## config.mk

```make
export PLATFORM = sky130hd
export DESIGN_NAME = demux_stream_nto1_flat
export DESIGN_NICKNAME = d
export VERILOG_FILES = /design/src/rtl/demux_stream_nto1_pkg.sv /design/src/rtl/demux_stream_nto1_if.sv /design/src/rtl/demux_stream_nto1_out_slot.sv /design/src/rtl/demux_stream_nto1.sv /design/src/flat_wrapper.sv
export SDC_FILE = /design/constraint.sdc
export NUM_CORES = 1
export LEC_CHECK = 0
export ABC_AREA = 1
export CORE_ASPECT_RATIO = 1.2
export CORE_MARGIN = 2
export CORE_UTILIZATION = 48
export CTS_CLUSTER_DIAMETER = 30
export DETAILED_ROUTE_END_ITERATION = 7
export PLACE_DENSITY = 0.95
export REMOVE_ABC_BUFFERS = 1
export SYNTH_ARGS = -nofsm -noshare
export SYNTH_HDL_FRONTEND = slang
export SYNTH_SLANG_ARGS = --single-unit
```

## constraint.sdc

```tcl
create_clock -name clk -period 3.1 [get_ports clk]
set_input_delay 0.31 -clock clk [delete_from_list [all_inputs] [get_ports clk]]
set_output_delay 0.31 -clock clk [all_outputs]
set_load 0.005 [all_outputs]
```

## src/rtl/demux_stream_nto1_pkg.sv

```systemverilog
// Shared types and constants for the N-way stream demux.
package demux_pkg;

  // Width of the saturating dropped-word counter.
  localparam int DROP_CNT_W = 8;

  // Routing mode of the word currently presented at the input.
  typedef enum logic {
    MODE_UNI   = 1'b0,
    MODE_BCAST = 1'b1
  } mode_e;

  // Select field width for n channels; never narrower than one bit.
  function automatic int sel_w(input int n);
    return (n <= 2) ? 1 : $clog2(n);
  endfunction

endpackage

```

## src/rtl/demux_stream_nto1_if.sv

```systemverilog
// Bundle of the producer stream, the per-channel consumer streams and the
// drop status of the N-way stream demux.
interface demux_stream_nto1_if
  import demux_pkg::*;
#(
  parameter int DATA_W = 8,
  parameter int N_OUT  = 4,
  parameter int SEL_W  = sel_w(N_OUT)
);

  logic                    in_valid;
  logic                    in_ready;
  logic [DATA_W-1:0]       in_data;
  logic [SEL_W-1:0]        in_sel;
  logic                    in_bcast;
  logic [N_OUT-1:0]        out_valid;
  logic [N_OUT-1:0]        out_ready;
  logic [N_OUT*DATA_W-1:0] out_data;
  logic                    err_sel;
  logic [DROP_CNT_W-1:0]   drop_cnt;

  // Environment side: producer and consumers.
  modport master (
    output in_valid, in_data, in_sel, in_bcast, out_ready,
    input  in_ready, out_valid, out_data, err_sel, drop_cnt
  );

  // Demux side.
  modport slave (
    input  in_valid, in_data, in_sel, in_bcast, out_ready,
    output in_ready, out_valid, out_data, err_sel, drop_cnt
  );

endinterface

```

## src/rtl/demux_stream_nto1_out_slot.sv

```systemverilog
// One-entry output register of a single demux channel. The slot accepts a new
// word whenever it is empty or its current word leaves in the same cycle.
module demux_out_slot
  import demux_pkg::*;
#(
  parameter int DATA_W = 8
) (
  input  logic              clk,
  input  logic              rst_n,
  input  logic              load,
  input  logic [DATA_W-1:0] load_data,
  input  logic              ready,
  output logic              valid,
  output logic [DATA_W-1:0] data,
  output logic              free
);

  logic              valid_p1;
  logic [DATA_W-1:0] data_p1;

  // Load wins over drain so back-to-back words flow without a bubble.
  always_ff @(posedge clk) begin
    if (!rst_n) begin
      valid_p1 <= 1'b0;
      data_p1  <= '0;
    end else if (load) begin
      valid_p1 <= 1'b1;
      data_p1  <= load_data;
    end else if (ready) begin
      valid_p1 <= 1'b0;
    end
  end

  assign valid = valid_p1;
  assign data  = data_p1;
  assign free  = !valid_p1 || ready;

endmodule

```

## src/rtl/demux_stream_nto1.sv

```systemverilog
// Registered 1-to-N stream demux: routes each accepted word to the channel
// named by in_sel, or to every channel on broadcast. Words with an
// out-of-range select are consumed, flagged and counted.
module demux_stream_nto1
  import demux_pkg::*;
#(
  parameter int  DATA_W = 8,
  parameter int  N_OUT  = 4,
  localparam int SEL_W  = sel_w(N_OUT)
) (
  input  logic               clk,
  input  logic               rst_n,
  demux_stream_nto1_if.slave bus
);

  localparam logic [SEL_W:0] N_OUT_W = (SEL_W + 1)'(N_OUT);

  // Saturating increment for the dropped-word counter.
  function automatic logic [DROP_CNT_W-1:0] sat_inc(input logic [DROP_CNT_W-1:0] v);
    return (&v) ? v : v + DROP_CNT_W'(1);
  endfunction

  mode_e                   mode_p0;
  logic                    sel_ok_p0;
  logic                    sel_free_p0;
  logic                    in_ready_p0;
  logic                    drop_p0;
  logic [N_OUT-1:0]        free_p0;
  logic [N_OUT-1:0]        load_p0;
  logic [N_OUT-1:0]        valid_p1;
  logic [N_OUT*DATA_W-1:0] data_p1;
  logic                    err_sel_p1;
  logic [DROP_CNT_W-1:0]   drop_cnt_p1;

  assign mode_p0   = bus.in_bcast ? MODE_BCAST : MODE_UNI;
  assign sel_ok_p0 = ({1'b0, bus.in_sel} < N_OUT_W);

  // Free flag of the selected channel; zero when the select is out of range.
  always_comb begin
    sel_free_p0 = 1'b0;
    for (int k = 0; k < N_OUT; k++) begin
      if (bus.in_sel == SEL_W'(k)) sel_free_p0 = free_p0[k];
    end
  end

  // Acceptance and per-slot load decode; in_ready never looks at in_valid.
  always_comb begin
    in_ready_p0 = 1'b0;
    load_p0     = '0;
    drop_p0     = 1'b0;
    if (rst_n) begin
      unique case (mode_p0)
        MODE_BCAST: begin
          // All-or-nothing: wait until every slot can take the word.
          in_ready_p0 = &free_p0;
          if (bus.in_valid && in_ready_p0) load_p0 = '1;
        end
        MODE_UNI: begin
          if (sel_ok_p0) begin
            in_ready_p0 = sel_free_p0;
            for (int k = 0; k < N_OUT; k++) begin
              load_p0[k] = bus.in_valid && sel_free_p0 && (bus.in_sel == SEL_W'(k));
            end
          end else begin
            in_ready_p0 = 1'b1;
            drop_p0     = bus.in_valid;
          end
        end
        default: begin
          in_ready_p0 = 1'b0;
        end
      endcase
    end
  end

  // ---- stage boundary p0 -> p1: output slots ----
  for (genvar k = 0; k < N_OUT; k++) begin : g_slot
    demux_out_slot #(.DATA_W(DATA_W)) u_slot (
      .clk       (clk),
      .rst_n     (rst_n),
      .load      (load_p0[k]),
      .load_data (bus.in_data),
      .ready     (bus.out_ready[k]),
      .valid     (valid_p1[k]),
      .data      (data_p1[k*DATA_W +: DATA_W]),
      .free      (free_p0[k])
    );
  end

  // Error pulse and saturating count of words dropped for a bad select.
  always_ff @(posedge clk) begin
    if (!rst_n) begin
      err_sel_p1  <= 1'b0;
      drop_cnt_p1 <= '0;
    end else begin
      err_sel_p1 <= drop_p0;
      if (drop_p0) drop_cnt_p1 <= sat_inc(drop_cnt_p1);
    end
  end

  assign bus.in_ready  = in_ready_p0;
  assign bus.out_valid = valid_p1;
  assign bus.out_data  = data_p1;
  assign bus.err_sel   = err_sel_p1;
  assign bus.drop_cnt  = drop_cnt_p1;

`ifndef SYNTHESIS
  // The producer must not change a word it is still offering.
  property p_stable_when_stalled;
    @(posedge clk) disable iff (!rst_n)
      (bus.in_valid && !bus.in_ready) |=> $stable({bus.in_data, bus.in_sel, bus.in_bcast});
  endproperty
  a_stable_when_stalled: assert property (p_stable_when_stalled)
    else $error("producer changed a stalled word");
`endif

endmodule
```

## src/flat_wrapper.sv

```systemverilog
// flat-port wrapper written by rule: the top's interface ports become plain ports
module demux_stream_nto1_flat import demux_pkg::*;
#(
  parameter int  DATA_W = 8,
  parameter int  N_OUT  = 4,
  localparam int SEL_W  = sel_w(N_OUT)
)
  (clk, rst_n, bus_in_valid, bus_in_data, bus_in_sel, bus_in_bcast, bus_out_ready, bus_in_ready, bus_out_valid, bus_out_data, bus_err_sel, bus_drop_cnt);
  demux_stream_nto1_if #(.DATA_W(DATA_W), .N_OUT(N_OUT)) bus_i ();
  input  logic clk;
  input  logic rst_n;
  input wire logic [$bits(bus_i.in_valid)-1:0] bus_in_valid;
  input wire logic [$bits(bus_i.in_data)-1:0] bus_in_data;
  input wire logic [$bits(bus_i.in_sel)-1:0] bus_in_sel;
  input wire logic [$bits(bus_i.in_bcast)-1:0] bus_in_bcast;
  input wire logic [$bits(bus_i.out_ready)-1:0] bus_out_ready;
  output wire logic [$bits(bus_i.in_ready)-1:0] bus_in_ready;
  output wire logic [$bits(bus_i.out_valid)-1:0] bus_out_valid;
  output wire logic [$bits(bus_i.out_data)-1:0] bus_out_data;
  output wire logic [$bits(bus_i.err_sel)-1:0] bus_err_sel;
  output wire logic [$bits(bus_i.drop_cnt)-1:0] bus_drop_cnt;
  assign bus_i.in_valid = bus_in_valid;
  assign bus_i.in_data = bus_in_data;
  assign bus_i.in_sel = bus_in_sel;
  assign bus_i.in_bcast = bus_in_bcast;
  assign bus_i.out_ready = bus_out_ready;
  assign bus_in_ready = bus_i.in_ready;
  assign bus_out_valid = bus_i.out_valid;
  assign bus_out_data = bus_i.out_data;
  assign bus_err_sel = bus_i.err_sel;
  assign bus_drop_cnt = bus_i.drop_cnt;
  demux_stream_nto1 #(.DATA_W(DATA_W), .N_OUT(N_OUT)) u_core (.clk(clk), .rst_n(rst_n), .bus(bus_i));
endmodule
```

## Word level (Yosys, flattened, before mapping)

Cells that the tools add are included.

- Reductions and logical operators: 20
- Bitwise gates (word level): 1
- Multiplexer cells: 18
- Equal/unequal tests: 3

Operators by type and width:

| operator | number |
|---|---|
| $mux 1 | 14 |
| $mux 4 | 2 |
| $pmux 4 s2 | 1 |
| $reduce_bool 2->1 | 4 |
| $logic_and 1x1->1 | 6 |
| $eq 2x2->1 const B | 2 |
| $logic_not 1->1 | 4 |
| $logic_or 1x1->1 | 4 |
| $reduce_and 4->1 | 1 |
| $eq 2x1->1 const B | 1 |
| $logic_not 2->1 | 1 |
| $pmux 1 s2 | 1 |
| $not 1->1 | 1 |

- Input port bits: 18
- Register bits: 36

## Longest topological paths before layout

Gate-level depths: netlist of the first run.

- Word-level depth: 11
- Gate-level depth with buffers: 11
- Depth with buffers taken out: 10

## Modules after synthesis

A second synthesis of the first run with hierarchy kept.

- Cell total of the unflattened synthesis: 193
- Area, all modules: 1427.6 µm²

Modules (own cells, without submodules):

| module | cells an instance | area each (µm²) | times used | seq. area each (µm²) |
|---|---|---|---|---|
| demux_out_slot | 38 | 304.0 | 4 | 180.2 |
| demux_stream_nto1 | 41 | 211.5 | 1 | 0.0 |

## Worst setup path before layout of the first run

OpenSTA, ideal clock, no wires.

- Path kind: input to register
- Start: in bus_in_sel[1]
- End: reg u_core.g_slot[0].u_slot.data_p1[6]
- Path slack: 1860 ps
- Data arrival time: 1125 ps
- Stages on the path: 11
- Cell sequence: nand2_1 inv_1 nand2_1 nand2_1 nor2_2 nand3_1 nand2_4 buf_6 nand3_1 nand2_1 nor2_1

- Word-level cells in the longest chain between the ends: 9
- Elaborated cells between the ends (all ways): 12
- Those cells by class: 3 x eq/ne; 6 x mux; 3 x reduce/logical

Ends and longest elaborated chain:

| item | RTL line | RTL |
|---|---|---|
| start: declaration | flat_wrapper.sv:14 | `input wire logic [$bits(bus_i.in_sel)-1:0] bus_in_sel;` |
| $logic_not 2->1 | demux_stream_nto1.sv:42, demux_stream_nto1.sv:62 |  |
| $mux 1 (4 in a row) | demux_stream_nto1.sv:42 | `if (bus.in_sel == SEL_W'(k)) sel_free_p0 = free_p0[k];` |
| $logic_and 1x1->1 | demux_stream_nto1.sv:62 | `load_p0[k] = bus.in_valid && sel_free_p0 && (bus.in_sel == SEL_W'(k));` |
| $logic_and 1x1->1 * | demux_stream_nto1.sv:62 |  |
| $pmux 4 s2 * | demux_stream_nto1.sv:52 | `unique case (mode_p0)` |
| $mux 4 * | demux_stream_nto1.sv:51 | `if (rst_n) begin` |
| end signal: assignment | demux_stream_nto1_out_slot.sv:28 | `data_p1 <= load_data;` |
| end: declaration | demux_stream_nto1_out_slot.sv:19 | `logic [DATA_W-1:0] data_p1;` |

Every way passes the cells marked *; elsewhere a longest branch is shown, timed or not.
A chain may end at the register's enable or synchronous reset.

## Worst setup path after layout of the first run

- Start: in bus_in_sel[1]
- End: out bus_in_ready

- Word-level cells in the longest chain between the ends: 7
- Elaborated cells between the ends (all ways): 10
- Those cells by class: 3 x eq/ne; 6 x mux; 1 x reduce/logical

Ends and longest elaborated chain:

| item | RTL line | RTL |
|---|---|---|
| $logic_not 2->1 | demux_stream_nto1.sv:42 |  |
| $mux 1 (3 in a row) | demux_stream_nto1.sv:42 |  |
| $mux 1 * | demux_stream_nto1.sv:42 |  |
| $pmux 1 s2 * | demux_stream_nto1.sv:52 |  |
| $mux 1 * | demux_stream_nto1.sv:51 |  |
| end: declaration | flat_wrapper.sv:17 | `output wire logic [$bits(bus_i.in_ready)-1:0] bus_in_ready;` |

Marks and branches as above.

==> impl_metrics.py, run 1 <==
metrics = {
    "critical_path": {
        "ff2ff_path_depth": 9,
        "crit-reg2reg-launch": "u_core.g_slot[1].u_slot.valid",
        "worst-path-max-fanout": 4,
        "path_cells": "clkdlybuf4s50_1 > nor2_1 > nand2_1 > nand2_1 > nor2_2 > o21ai_0 > nor2_1 > clkdlybuf4s50_1",
        "worst_path_largest_cell_delay_ns": 0.52,
        "startpoint_type_of_the_worst_setup_path": "primary input",
        "timing.critical_path.slowest_stage_cell": "sky130_fd_sc_hd__clkdlybuf4s50_1",
        "criticalPathCategory": "primary input to primary output",
        "arrival_ns": 1.95,
        "reg2reg_slack_ns": 1.30,
        "rr_endpoint": "u_core.g_slot[2].u_slot.data[6]",
        "end_kind": "primary output",
        "worst-endpoint-required_ns": 2.79,
    },
    "synthesis": {
        "synth.top_cells.by_count": "48 x sky130_fd_sc_hd__nor2_1, 38 x sky130_fd_sc_hd__nand2_1, 36 x sky130_fd_sc_hd__dfxtp_1",
        "ys_dominant_reg_cell": "sky130_fd_sc_hd__dfxtp_1",
        "top_area_cells_in_the_synthesized_netlist": "sky130_fd_sc_hd__dfxtp_1 41%, sky130_fd_sc_hd__nor2_1 10%, sky130_fd_sc_hd__nand2_1 8.1%",
        "synth_area_um2": 1760,
        "number_of_instances_in_the_synthesized_netlist": 246,
        "synth_enable_flop_cells": 0,
        "yosys.cell_types.count": 23,
        "synthMostInstantiatedCell": "sky130_fd_sc_hd__nor2_1",
        "yosysWarnings": 0,
        "synth_top_area_share_pct": 41.0,
        "yosysSeqAreaShare_pct": 41.0,
        "postSynthAreaPerCell_um2": 7.15,
        "ys_ff_latch": 36,
        "postSynth.asyncResetShare_pct": 0,
        "synthDominantAreaCellType": "sky130_fd_sc_hd__dfxtp_1",
    },
    "route": {
        "initialDrtViolationCount": 44,
        "wl_per_cell_um": 12.1,
        "antenna_violating_nets_post_route": 0,
        "detail_route.vias_per_cell": 4.93,
        "detail_route.first_pass.iterations": 4,
        "routed_wl_mm": 4.02,
        "drc": 0,
        "total_vias_in_the_final_route": 1643,
    },
    "clock_tree": {
        "resized_gates_after_cts": 0,
        "clkLatencyLatePin_ns": 0.29,
        "cts_sinks": 36,
        "tritoncts": "built",
        "cts_buffer_depth": 2,
        "cts_inserted_buffers": 5,
        "cts_htree_levels": 2,
        "root_buffer": "sky130_fd_sc_hd__clkbuf_8",
        "postCtsSetupRepairBufs": 0,
        "post_cts_hold_buffer_count": 0,
        "cts.reportedPaths.clkPinSlew_ns": 0.07,
    },
    "finish": {
        "antenna_cells": 0,
        "finish.net_count": 311,
        "syn_to_final_growth_pct": 32.1,
        "filler_cell_count": 320,
        "share_of_cells_above_drive_strength_1_pct": 8.50,
        "sequential_cell_area_um2": 721,
        "final_cell_area_um2": 2320,
        "multiInputGateArea_um2": 781,
    },
    "grt": {
        "grt_antenna_before_repair": 0,
        "grt_max_degree": 33,
        "grt_pass1_vias": 1499,
        "wire_length_of_the_first_global_routing_pass_mm": 6.38,
        "overflow": 0,
        "groute.usage.overall_pct": 19.9,
    },
    "sta": {
        "timing.setup.tns_ns": 0,
        "final_setup_violation_count": 0,
        "holdWs_ns": 0.486,
        "timing.final.hold_violations": 0,
        "grt_setup_unrepaired": "no",
        "min_period_over_period_pct": 72.8,
        "max_clock_freq_ghz": 0.443,
        "skew_ns": 0.00575,
        "timing.final.crit_period_ns": 2.26,
        "finalMaxSlewViolations": 0,
    },
    "worst_hold_path": {
        "timing.hold.worst.start": "u_core.g_slot[0].u_slot.data[4]",
        "hold_depth": 2,
        "hold_end": "u_core.g_slot[0].u_slot.data[4]",
        "hp-class": "register to register",
    },
    "pwr": {
        "highest_ir_drop_seen_on_vdd_mv": 0.370,
        "p_leak_nw": 1.03,
        "p_per_area_nw_per_um2": 520,
    },
    "place": {
        "globalplace.congestion": 0.802,
        "placement.io_buffers": 54,
        "postPlaceCellArea_um2": 2200,
        "dp_hpwl_mm": 2.71,
    },
    "floorplanning": {
        "floorplan.rows": 24,
        "design.die.area_um2": 4160,
        "initial_core_util_pct": 49.2,
        "die_width_um": 59.2,
        "floorplan.die.height_um": 70.3,
        "fp.coreArea_um2": 3570,
        "ios": 64,
    },
    "flow_run": {
        "drv.max_cap_violation_count": 0,
    },
    "outcome": {
        "outcome": "complete, no violations",
    },
}
## flip-flops by register name (all words and copies together) (netlist names)
signal	flops
u_core.g_slot.u_slot.data	32
u_core.g_slot.u_slot.valid	4
## worst max-delay path, delay by kind of cell
kind / cells / cell delay, ns
AOI/OAI and AO/OA: 1 / 0.12
buffers and inverters: 2 / 1.03
and+or+nand+nor: 5 / 0.48
## cell type report
| class | count | area share (%) |
|---|---|---|
| sequential | 36 | 31.0 |
| clock buffer | 7 | 4.15 |
| clock inverter | 1 | 1.29 |
| timing repair buffer | 56 | 23.9 |
| multi-input combinational | 170 | 33.6 |
| tap | 39 | 2.10 |
| inverter | 24 | 3.88 |
## logic make-up after synthesis
| group | share of synthesized area (%) |
|---|---|
| buffers and inverters | 16.3 |
| flip-flops | 41.0 |
| AND/OR/NAND/NOR | 30.4 |
| other | 0.213 |
| AO/OA/AOI/OAI | 12.1 |
## worst max path at each step
stage	startpoint	endpoint	depth (start not counted)
3_3_place_gp	bus_out_ready[1]	u_core.g_slot[2].u_slot.data[1]	11
6_report	bus_in_sel[1]	bus_in_ready	8
5_1_grt	bus_in_sel[0]	bus_in_ready	8
4_1_cts	bus_in_sel[0]	bus_in_ready	8
3_5_place_dp	bus_out_ready[1]	u_core.g_slot[2].u_slot.data[6]	11
2_1_floorplan	bus_out_ready[1]	u_core.g_slot[3].u_slot.data[0]	9
## placed cells by master (no fill, tap or decap), types with 2 or more instances in the layout
cell / n
sky130_fd_sc_hd__inv_1: 21
sky130_fd_sc_hd__dfxtp_1: 36
sky130_fd_sc_hd__nand3_1: 27
sky130_fd_sc_hd__a21oi_2: 4
sky130_fd_sc_hd__buf_4: 2
sky130_fd_sc_hd__nor2_1: 48
sky130_fd_sc_hd__a21oi_1: 25
sky130_fd_sc_hd__inv_2: 3
sky130_fd_sc_hd__clkbuf_8: 7
sky130_fd_sc_hd__o21ai_1: 2
sky130_fd_sc_hd__nand2_1: 38
sky130_fd_sc_hd__conb_1: 9
sky130_fd_sc_hd__clkdlybuf4s50_1: 54
sky130_fd_sc_hd__nand2_4: 3
sky130_fd_sc_hd__o21ai_0: 7
sky130_fd_sc_hd__nand2_2: 3
## stage by stage
stage               cells  setup slack (ns)  power (W)  util [%]
finish                333             0.843    0.00121      65.0
global route          333             0.726    0.00125      65.0
CTS                   333             0.840    0.00121      65.0
detailed placement    325             0.817   0.000761      61.4
global placement      325             0.872   0.000755      61.4
floorplan             230              1.35   0.000634         -
## report_power, final
group          leakage [nW]  internal (W)  total [W]  switching [W]
clock                0.0645      0.000284   0.000456       0.000172
combinational         0.666      0.000119   0.000234       0.000115
sequential            0.296      0.000498   0.000517      0.0000192
## per-layer routing
metal	share of wire, %	routed length (um)	track usage (%)	up-vias
li1	-	-	-	850
met1	44	1770	22.3	732
met2	49	1980	34.2	55
met3	5.3	213	5.37	6
met4	1.1	46	8.33	0
met5	0	0	0	-
No activity file was read; power rests on OpenSTA's default activity.
==> run 2: changes to the inputs <==
CORE_UTILIZATION = 44   (was 48)
PLACE_DENSITY = 0.91   (was 0.95)
clock period = 2.1 ns   (was 3.1 ns; I/O delays follow)
==> run 2 against run 1 <==
Compared with the run above:
- count of clock-buffer cells in the layout stayed put
- worst hold slack worse by 0.0055 ns
- cell count is 4.8% higher
==> impl_metrics.py, run 2 (synthesized netlist as in run 1, its figures left out) <==
metrics = {
    "clock_tree": {
        "cts.reportedPaths.clkPinSlew_ns": 0.07,
        "cts_htree_levels": 2,
        "cts_sinks": 36,
        "tritoncts": "built",
        "cts_inserted_buffers": 5,
        "root_buffer": "sky130_fd_sc_hd__clkbuf_8",
        "postCtsSetupRepairBufs": 0,
        "post_cts_hold_buffer_count": 0,
        "clkLatencyLatePin_ns": 0.28,
        "cts_buffer_depth": 2,
        "resized_gates_after_cts": 0,
    },
    "sta": {
        "min_period_over_period_pct": 95.0,
        "finalMaxSlewViolations": 0,
        "max_clock_freq_ghz": 0.501,
        "timing.final.hold_violations": 0,
        "grt_setup_unrepaired": "no",
        "timing.final.crit_period_ns": 2.00,
        "holdWs_ns": 0.480,
        "timing.setup.tns_ns": 0,
        "skew_ns": 0.00460,
        "final_setup_violation_count": 0,
    },
    "grt": {
        "groute.usage.overall_pct": 19.7,
        "wire_length_of_the_first_global_routing_pass_mm": 6.58,
        "grt_max_degree": 33,
        "grt_antenna_before_repair": 0,
        "overflow": 0,
        "grt_pass1_vias": 1505,
    },
    "critical_path": {
        "worst-endpoint-required_ns": 1.89,
        "ff2ff_path_depth": 8,
        "worst-path-max-fanout": 4,
        "criticalPathCategory": "primary input to primary output",
        "startpoint_type_of_the_worst_setup_path": "primary input",
        "reg2reg_slack_ns": 0.64,
        "crit-reg2reg-launch": "u_core.g_slot[1].u_slot.valid",
        "rr_endpoint": "u_core.g_slot[3].u_slot.data[1]",
        "end_kind": "primary output",
        "arrival_ns": 1.79,
    },
    "route": {
        "detail_route.first_pass.iterations": 4,
        "detail_route.wirelength.met1_mm": 1.67,
        "dr_wl_met3_um": 289,
        "initialDrtViolationCount": 74,
        "wl_met2_mm": 1.99,
        "routed_wl_mm": 4.01,
        "highest-signal-layer": "met4",
        "detail_route.vias_per_cell": 4.76,
        "wl_per_cell_um": 11.5,
        "drc": 0,
        "antenna_violating_nets_post_route": 0,
        "total_vias_in_the_final_route": 1661,
    },
    "pwr": {
        "power_frac_clock_pct": 31.4,
        "sw_pwr_w": 0.000443,
        "p_per_area_nw_per_um2": 696,
        "sequential_group_share_of_total_power_pct": 46.9,
        "highest_ir_drop_seen_on_vdd_mv": 0.428,
        "relative_contribution_of_combinational_cells_to_total_power_pct": 21.7,
        "p_leak_nw": 1.03,
        "internal_power_consumption_w": 0.00118,
        "swShare_pct": 27.2,
    },
    "floorplanning": {
        "fp.coreArea_um2": 3880,
        "floorplan.die.height_um": 73.2,
        "floorplan.rows": 25,
        "design.die.area_um2": 4520,
        "die_width_um": 61.7,
        "initial_core_util_pct": 45.3,
        "ios": 64,
    },
    "flow_run": {
        "drv.max_cap_violation_count": 0,
    },
    "finish": {
        "share_of_cells_above_drive_strength_1_pct": 8.81,
        "finish.net_count": 312,
        "number_of_flip_flops_under_the_largest_register_name": 32,
        "multiInputGateArea_um2": 788,
        "sequential_cell_area_um2": 721,
        "most-common-layout-cells": "53 x sky130_fd_sc_hd__clkdlybuf4s50_1, 47 x sky130_fd_sc_hd__nor2_1, 38 x sky130_fd_sc_hd__nand2_1, 36 x sky130_fd_sc_hd__dfxtp_1, 27 x sky130_fd_sc_hd__nand3_1",
        "syn_to_final_growth_pct": 33.0,
        "filler_cell_count": 366,
        "mostFrequentLayoutCell": "sky130_fd_sc_hd__clkdlybuf4s50_1",
        "final_cell_count_no_fill": 349,
        "antenna_cells": 0,
    },
    "place": {
        "globalplace.congestion": 0.846,
        "dp_hpwl_mm": 2.79,
        "dpl.cell_count": 341,
        "placement.io_buffers": 54,
    },
    "outcome": {
        "outcome": "complete, no violations",
    },
    "worst_hold_path": {
        "hold_end": "u_core.g_slot[2].u_slot.data[4]",
        "hold_depth": 2,
        "timing.hold.worst.start": "u_core.g_slot[2].u_slot.data[4]",
        "hp-class": "register to register",
    },
}
-- run 2: cell types whose count changed in the layout (fill, tap and decap cells not counted) --
cell                              delta
sky130_fd_sc_hd__buf_12              +1
sky130_fd_sc_hd__bufinv_16           -1
sky130_fd_sc_hd__clkbuf_1            +1
sky130_fd_sc_hd__clkbuf_8            -1
sky130_fd_sc_hd__clkdlybuf4s50_1     -1
sky130_fd_sc_hd__clkinvlp_4          +1
sky130_fd_sc_hd__dlymetal6s2s_1      +1
sky130_fd_sc_hd__nor2_1              -1
sky130_fd_sc_hd__nor2_4              +1
-- run 2: worst max-delay path, cell delays in order --
cell	delay, ns
sky130_fd_sc_hd__clkdlybuf4s50_1	0.53
sky130_fd_sc_hd__nor2_1	0.08
sky130_fd_sc_hd__nand2_1	0.07
sky130_fd_sc_hd__nand2_1	0.08
sky130_fd_sc_hd__nor2_4	0.14
sky130_fd_sc_hd__o21ai_0	0.09
sky130_fd_sc_hd__nor2_1	0.09
sky130_fd_sc_hd__clkdlybuf4s50_1	0.50
-- run 2: worst max path at each step --
stage	startpoint	endpoint	slack [ns]	cells past startpoint
after floorplan	u_core.g_slot[1].u_slot.valid	u_core.g_slot[3].u_slot.data[0]	0.35	8
after global placement	bus_in_sel[0]	bus_in_ready	0.15	8
after detailed placement	bus_in_sel[0]	bus_in_ready	0.08	8
after CTS	bus_in_sel[0]	bus_in_ready	0.08	8
after global routing	bus_in_sel[0]	bus_in_ready	0.01	8
final	bus_in_sel[0]	bus_in_ready	0.10	8
-- run 2: area by class of cell --
class                      count  area share, %
clock buffer                   7           3.69
timing repair buffer          57           24.7
sequential                    36           30.8
clock inverter                 1          0.321
tap                           54           2.89
inverter                      24           3.85
multi-input combinational    170           33.7
-- run 2: metal layers --
| layer | vias to the layer above | GRT usage [%] |
|---|---|---|
| met3 | 7 | 7.62 |
| met5 | - | 0 |
| met2 | 56 | 31.3 |
| met4 | 0 | 8.27 |
| met1 | 747 | 23.2 |
| li1 | 851 | - |
-- run 2: power groups by stage --
stage	clock network, W	registers, W	logic [W]
global route	0.000549	0.000768	0.000397
CTS	0.000522	0.000763	0.000356
floorplan	0	0.000781	0.000156
detailed placement	0	0.000778	0.000353
finish	0.000510	0.000763	0.000354
global placement	0	0.000776	0.000348
-- run 2: stage by stage --
step                      power [W]  instance area, um2  setup slack [ns]  util, %
final                       0.00163                2340             0.104     60.3
after global routing        0.00171                2340            0.0133     60.3
after CTS                   0.00164                2330            0.0763     60.0
after detailed placement    0.00113                2230            0.0801     57.6
after global placement      0.00112                2230             0.152     57.6
after floorplan            0.000936                1590             0.352        -
==> run 3: changes to the inputs <==
--- a/config.mk
+++ b/config.mk
@@ -13,2 +13,3 @@
 export DETAILED_ROUTE_END_ITERATION = 7
+export GPL_TIMING_DRIVEN = 1
 export PLACE_DENSITY = 0.91
==> constraint.sdc (replaced) <==
create_clock -name clk -period 2.1 [get_ports clk]
set_input_delay 0.42 -clock clk [delete_from_list [all_inputs] [get_ports clk]]
set_output_delay 0.42 -clock clk [all_outputs]
set_load 0.005 [all_outputs]
==> run 3 against run 2 <==
Compared with the run above:
- clock skew is 0.0048 ns higher
- register-to-register slack about the same
- sequential share of layout area is 1.2 points lower
- die area unchanged
- core utilization is 2.5 points higher
- via count is 0.66% higher
- count of clock-buffer cells in the layout fell by 1
==> impl_metrics.py, run 3 (synthesized netlist as in run 1, its figures left out) <==
metrics = {
    "clock_tree": {
        "cts_sinks": 36,
        "tritoncts": "built",
        "clkLatencyLatePin_ns": 0.30,
        "post_cts_hold_buffer_count": 0,
        "cts.reportedPaths.clkPinSlew_ns": 0.07,
        "root_buffer": "sky130_fd_sc_hd__clkbuf_8",
        "cts_htree_levels": 2,
        "cts_buffer_depth": 2,
        "cts_inserted_buffers": 5,
    },
    "sta": {
        "grt_setup_unrepaired": "no",
        "final_setup_violation_count": 0,
        "timing.final.hold_violations": 0,
        "timing.final.crit_period_ns": 2.03,
        "max_clock_freq_ghz": 0.493,
        "final_worst_path_setup_slack_ns": 0.0729,
        "min_period_over_period_pct": 96.5,
        "skew_ns": 0.00943,
        "finalMaxSlewViolations": 0,
    },
    "finish": {
        "number_of_flip_flops_under_the_largest_register_name": 32,
        "final_cell_count_no_fill": 361,
        "most-common-layout-cells": "51 x sky130_fd_sc_hd__clkdlybuf4s50_1, 46 x sky130_fd_sc_hd__nor2_1, 38 x sky130_fd_sc_hd__nand2_1, 36 x sky130_fd_sc_hd__dfxtp_1, 27 x sky130_fd_sc_hd__nand3_1",
        "sequential_cell_area_um2": 721,
        "mostFrequentLayoutCell": "sky130_fd_sc_hd__clkdlybuf4s50_1",
        "filler_cell_count": 364,
        "fin_util_pct": 62.8,
        "finish.net_count": 324,
        "multiInputGateArea_um2": 786,
        "antenna_cells": 0,
        "share_of_cells_above_drive_strength_1_pct": 13.0,
        "syn_to_final_growth_pct": 38.6,
    },
    "place": {
        "globalplace.congestion": 0.806,
        "dpl.cell_count": 352,
        "placement.io_buffers": 54,
        "place_worst_setup_slack_ns": -0.343,
        "dp_hpwl_mm": 2.80,
    },
    "floorplanning": {
        "floorplan.die.height_um": 73.2,
        "die_width_um": 61.7,
        "design.die.area_um2": 4520,
        "initial_core_util_pct": 45.3,
        "ios": 64,
        "floorplan.rows": 25,
        "fp.coreArea_um2": 3880,
    },
    "route": {
        "detail_route.first_pass.iterations": 4,
        "total_vias_in_the_final_route": 1672,
        "wl_per_cell_um": 11.2,
        "initialDrtViolationCount": 103,
        "drc": 0,
        "routed_wl_mm": 4.05,
        "detail_route.vias_per_cell": 4.63,
        "antenna_violating_nets_post_route": 0,
    },
    "grt": {
        "global_route.peak_usage_layer": "met2",
        "grt_util_met3_pct": 8.16,
        "wire_length_of_the_first_global_routing_pass_mm": 6.67,
        "grt_antenna_before_repair": 0,
        "grt_use_met1_pct": 22.3,
        "grt_max_degree": 33,
        "grt_use_met2_pct": 32.5,
        "overflow": 0,
        "grt_pass1_vias": 1551,
        "groute.usage.overall_pct": 20.0,
    },
    "pwr": {
        "relative_contribution_of_combinational_cells_to_total_power_pct": 22.5,
        "p_leak_nw": 1.08,
        "sequential_group_share_of_total_power_pct": 45.8,
        "p_per_area_nw_per_um2": 683,
        "sw_pwr_w": 0.000463,
        "swShare_pct": 27.8,
        "power_frac_clock_pct": 31.7,
        "report.power.total_w": 0.00166,
        "internal_power_consumption_w": 0.00120,
        "highest_ir_drop_seen_on_vdd_mv": 0.611,
    },
    "critical_path": {
        "timing.critical_path.slowest_stage_cell": "sky130_fd_sc_hd__clkdlybuf4s50_1",
        "end_kind": "primary output",
        "startpoint_type_of_the_worst_setup_path": "primary input",
        "critical-path-top-cell-by-count": "sky130_fd_sc_hd__nand2_1",
        "worst-path-max-fanout": 2,
        "cp_delay_by_family_top": "buffers and inverters",
        "arrival_ns": 1.61,
        "reg2reg_slack_ns": 0.63,
        "crit-reg2reg-launch": "u_core.g_slot[3].u_slot.valid",
        "critical_path_buf_inv_count": 3,
        "rr_endpoint": "u_core.g_slot[1].u_slot.data[1]",
        "path_cells": "clkdlybuf4s50_1 > inv_1 > nand2_1 > nand4_1 > nand2_1 > o21ai_1 > nor2_1 > clkdlybuf4s15_1",
        "criticalPathCategory": "primary input to primary output",
        "worst-endpoint-required_ns": 1.68,
        "worst_path_largest_cell_delay_ns": 0.49,
        "ff2ff_path_depth": 10,
    },
    "worst_hold_path": {
        "hold_end": "u_core.g_slot[0].u_slot.data[7]",
        "timing.hold.worst.start": "u_core.g_slot[0].u_slot.data[7]",
        "hp-class": "register to register",
        "hold_depth": 2,
    },
    "flow_run": {
        "drv.max_cap_violation_count": 0,
    },
    "outcome": {
        "outcome": "complete, no violations",
    },
}
## run 3: tightest hold or removal path: cells and delay by family (launching register included)
| kind | cells | cell delay [ns] |
|---|---|---|
| DFF | 1 | 0.33 |
| and+or+nand+nor | 1 | 0.08 |
| AOI/OAI and AO/OA | 1 | 0.04 |
## run 3: area by class of cell
type | instances | share of cell area [%]
Multi-Input combinational cell | 170 | 32.3
Sequential cell | 36 | 29.6
Timing Repair Buffer | 69 | 27.7
Inverter | 24 | 3.70
Clock buffer | 6 | 3.39
Tap cell | 54 | 2.77
Clock inverter | 2 | 0.565
## run 3: worst max path at each step
stage / start / end / depth (start not counted) / slack, ns
floorplan: bus_out_ready[1] / u_core.g_slot[3].u_slot.data[0] / 9 / 0.24
global placement: bus_in_sel[0] / bus_in_ready / 8 / -0.26
detailed placement: bus_in_sel[1] / bus_in_ready / 8 / -0.34
CTS: bus_out_ready[3] / bus_in_ready / 8 / 0.008
global route: bus_out_ready[1] / bus_in_ready / 8 / 0.007
finish: bus_out_ready[1] / bus_in_ready / 8 / 0.07
## run 3: per-stage QoR
stage | setup TNS [ns] | hold slack (ns) | cell area (um2)
2_1_floorplan | 0 | 0.475 | 1590
3_3_place_gp | -0.265 | 0.459 | 2330
3_5_place_dp | -0.370 | 0.467 | 2330
4_1_cts | 0 | 0.486 | 2430
5_1_grt | 0 | 0.514 | 2440
6_report | 0 | 0.480 | 2440
## run 3: what timing repair did
action                                  CTS  global route
endpoints found under the setup margin    1             1
pin swaps                                 1             3
gates resized for setup                   4             3
cloned                                    0             0
buffers inserted                          1             0
## run 3: power groups by stage
stage          logic, W  clock network [W]  registers (W)
6_report       0.000374           0.000528       0.000762
5_1_grt        0.000417           0.000571       0.000767
4_1_cts        0.000375           0.000542       0.000762
3_5_place_dp   0.000374                  0       0.000777
3_3_place_gp   0.000368                  0       0.000776
2_1_floorplan  0.000156                  0       0.000781
## run 3: metal layers
layer | share of wire (%) | up-vias | wire length (um)
met5 | 0 | - | 0
met4 | 2.0 | 0 | 82
met3 | 8.1 | 9 | 328
met2 | 47 | 54 | 1890
met1 | 43 | 730 | 1740
li1 | - | 879 | -
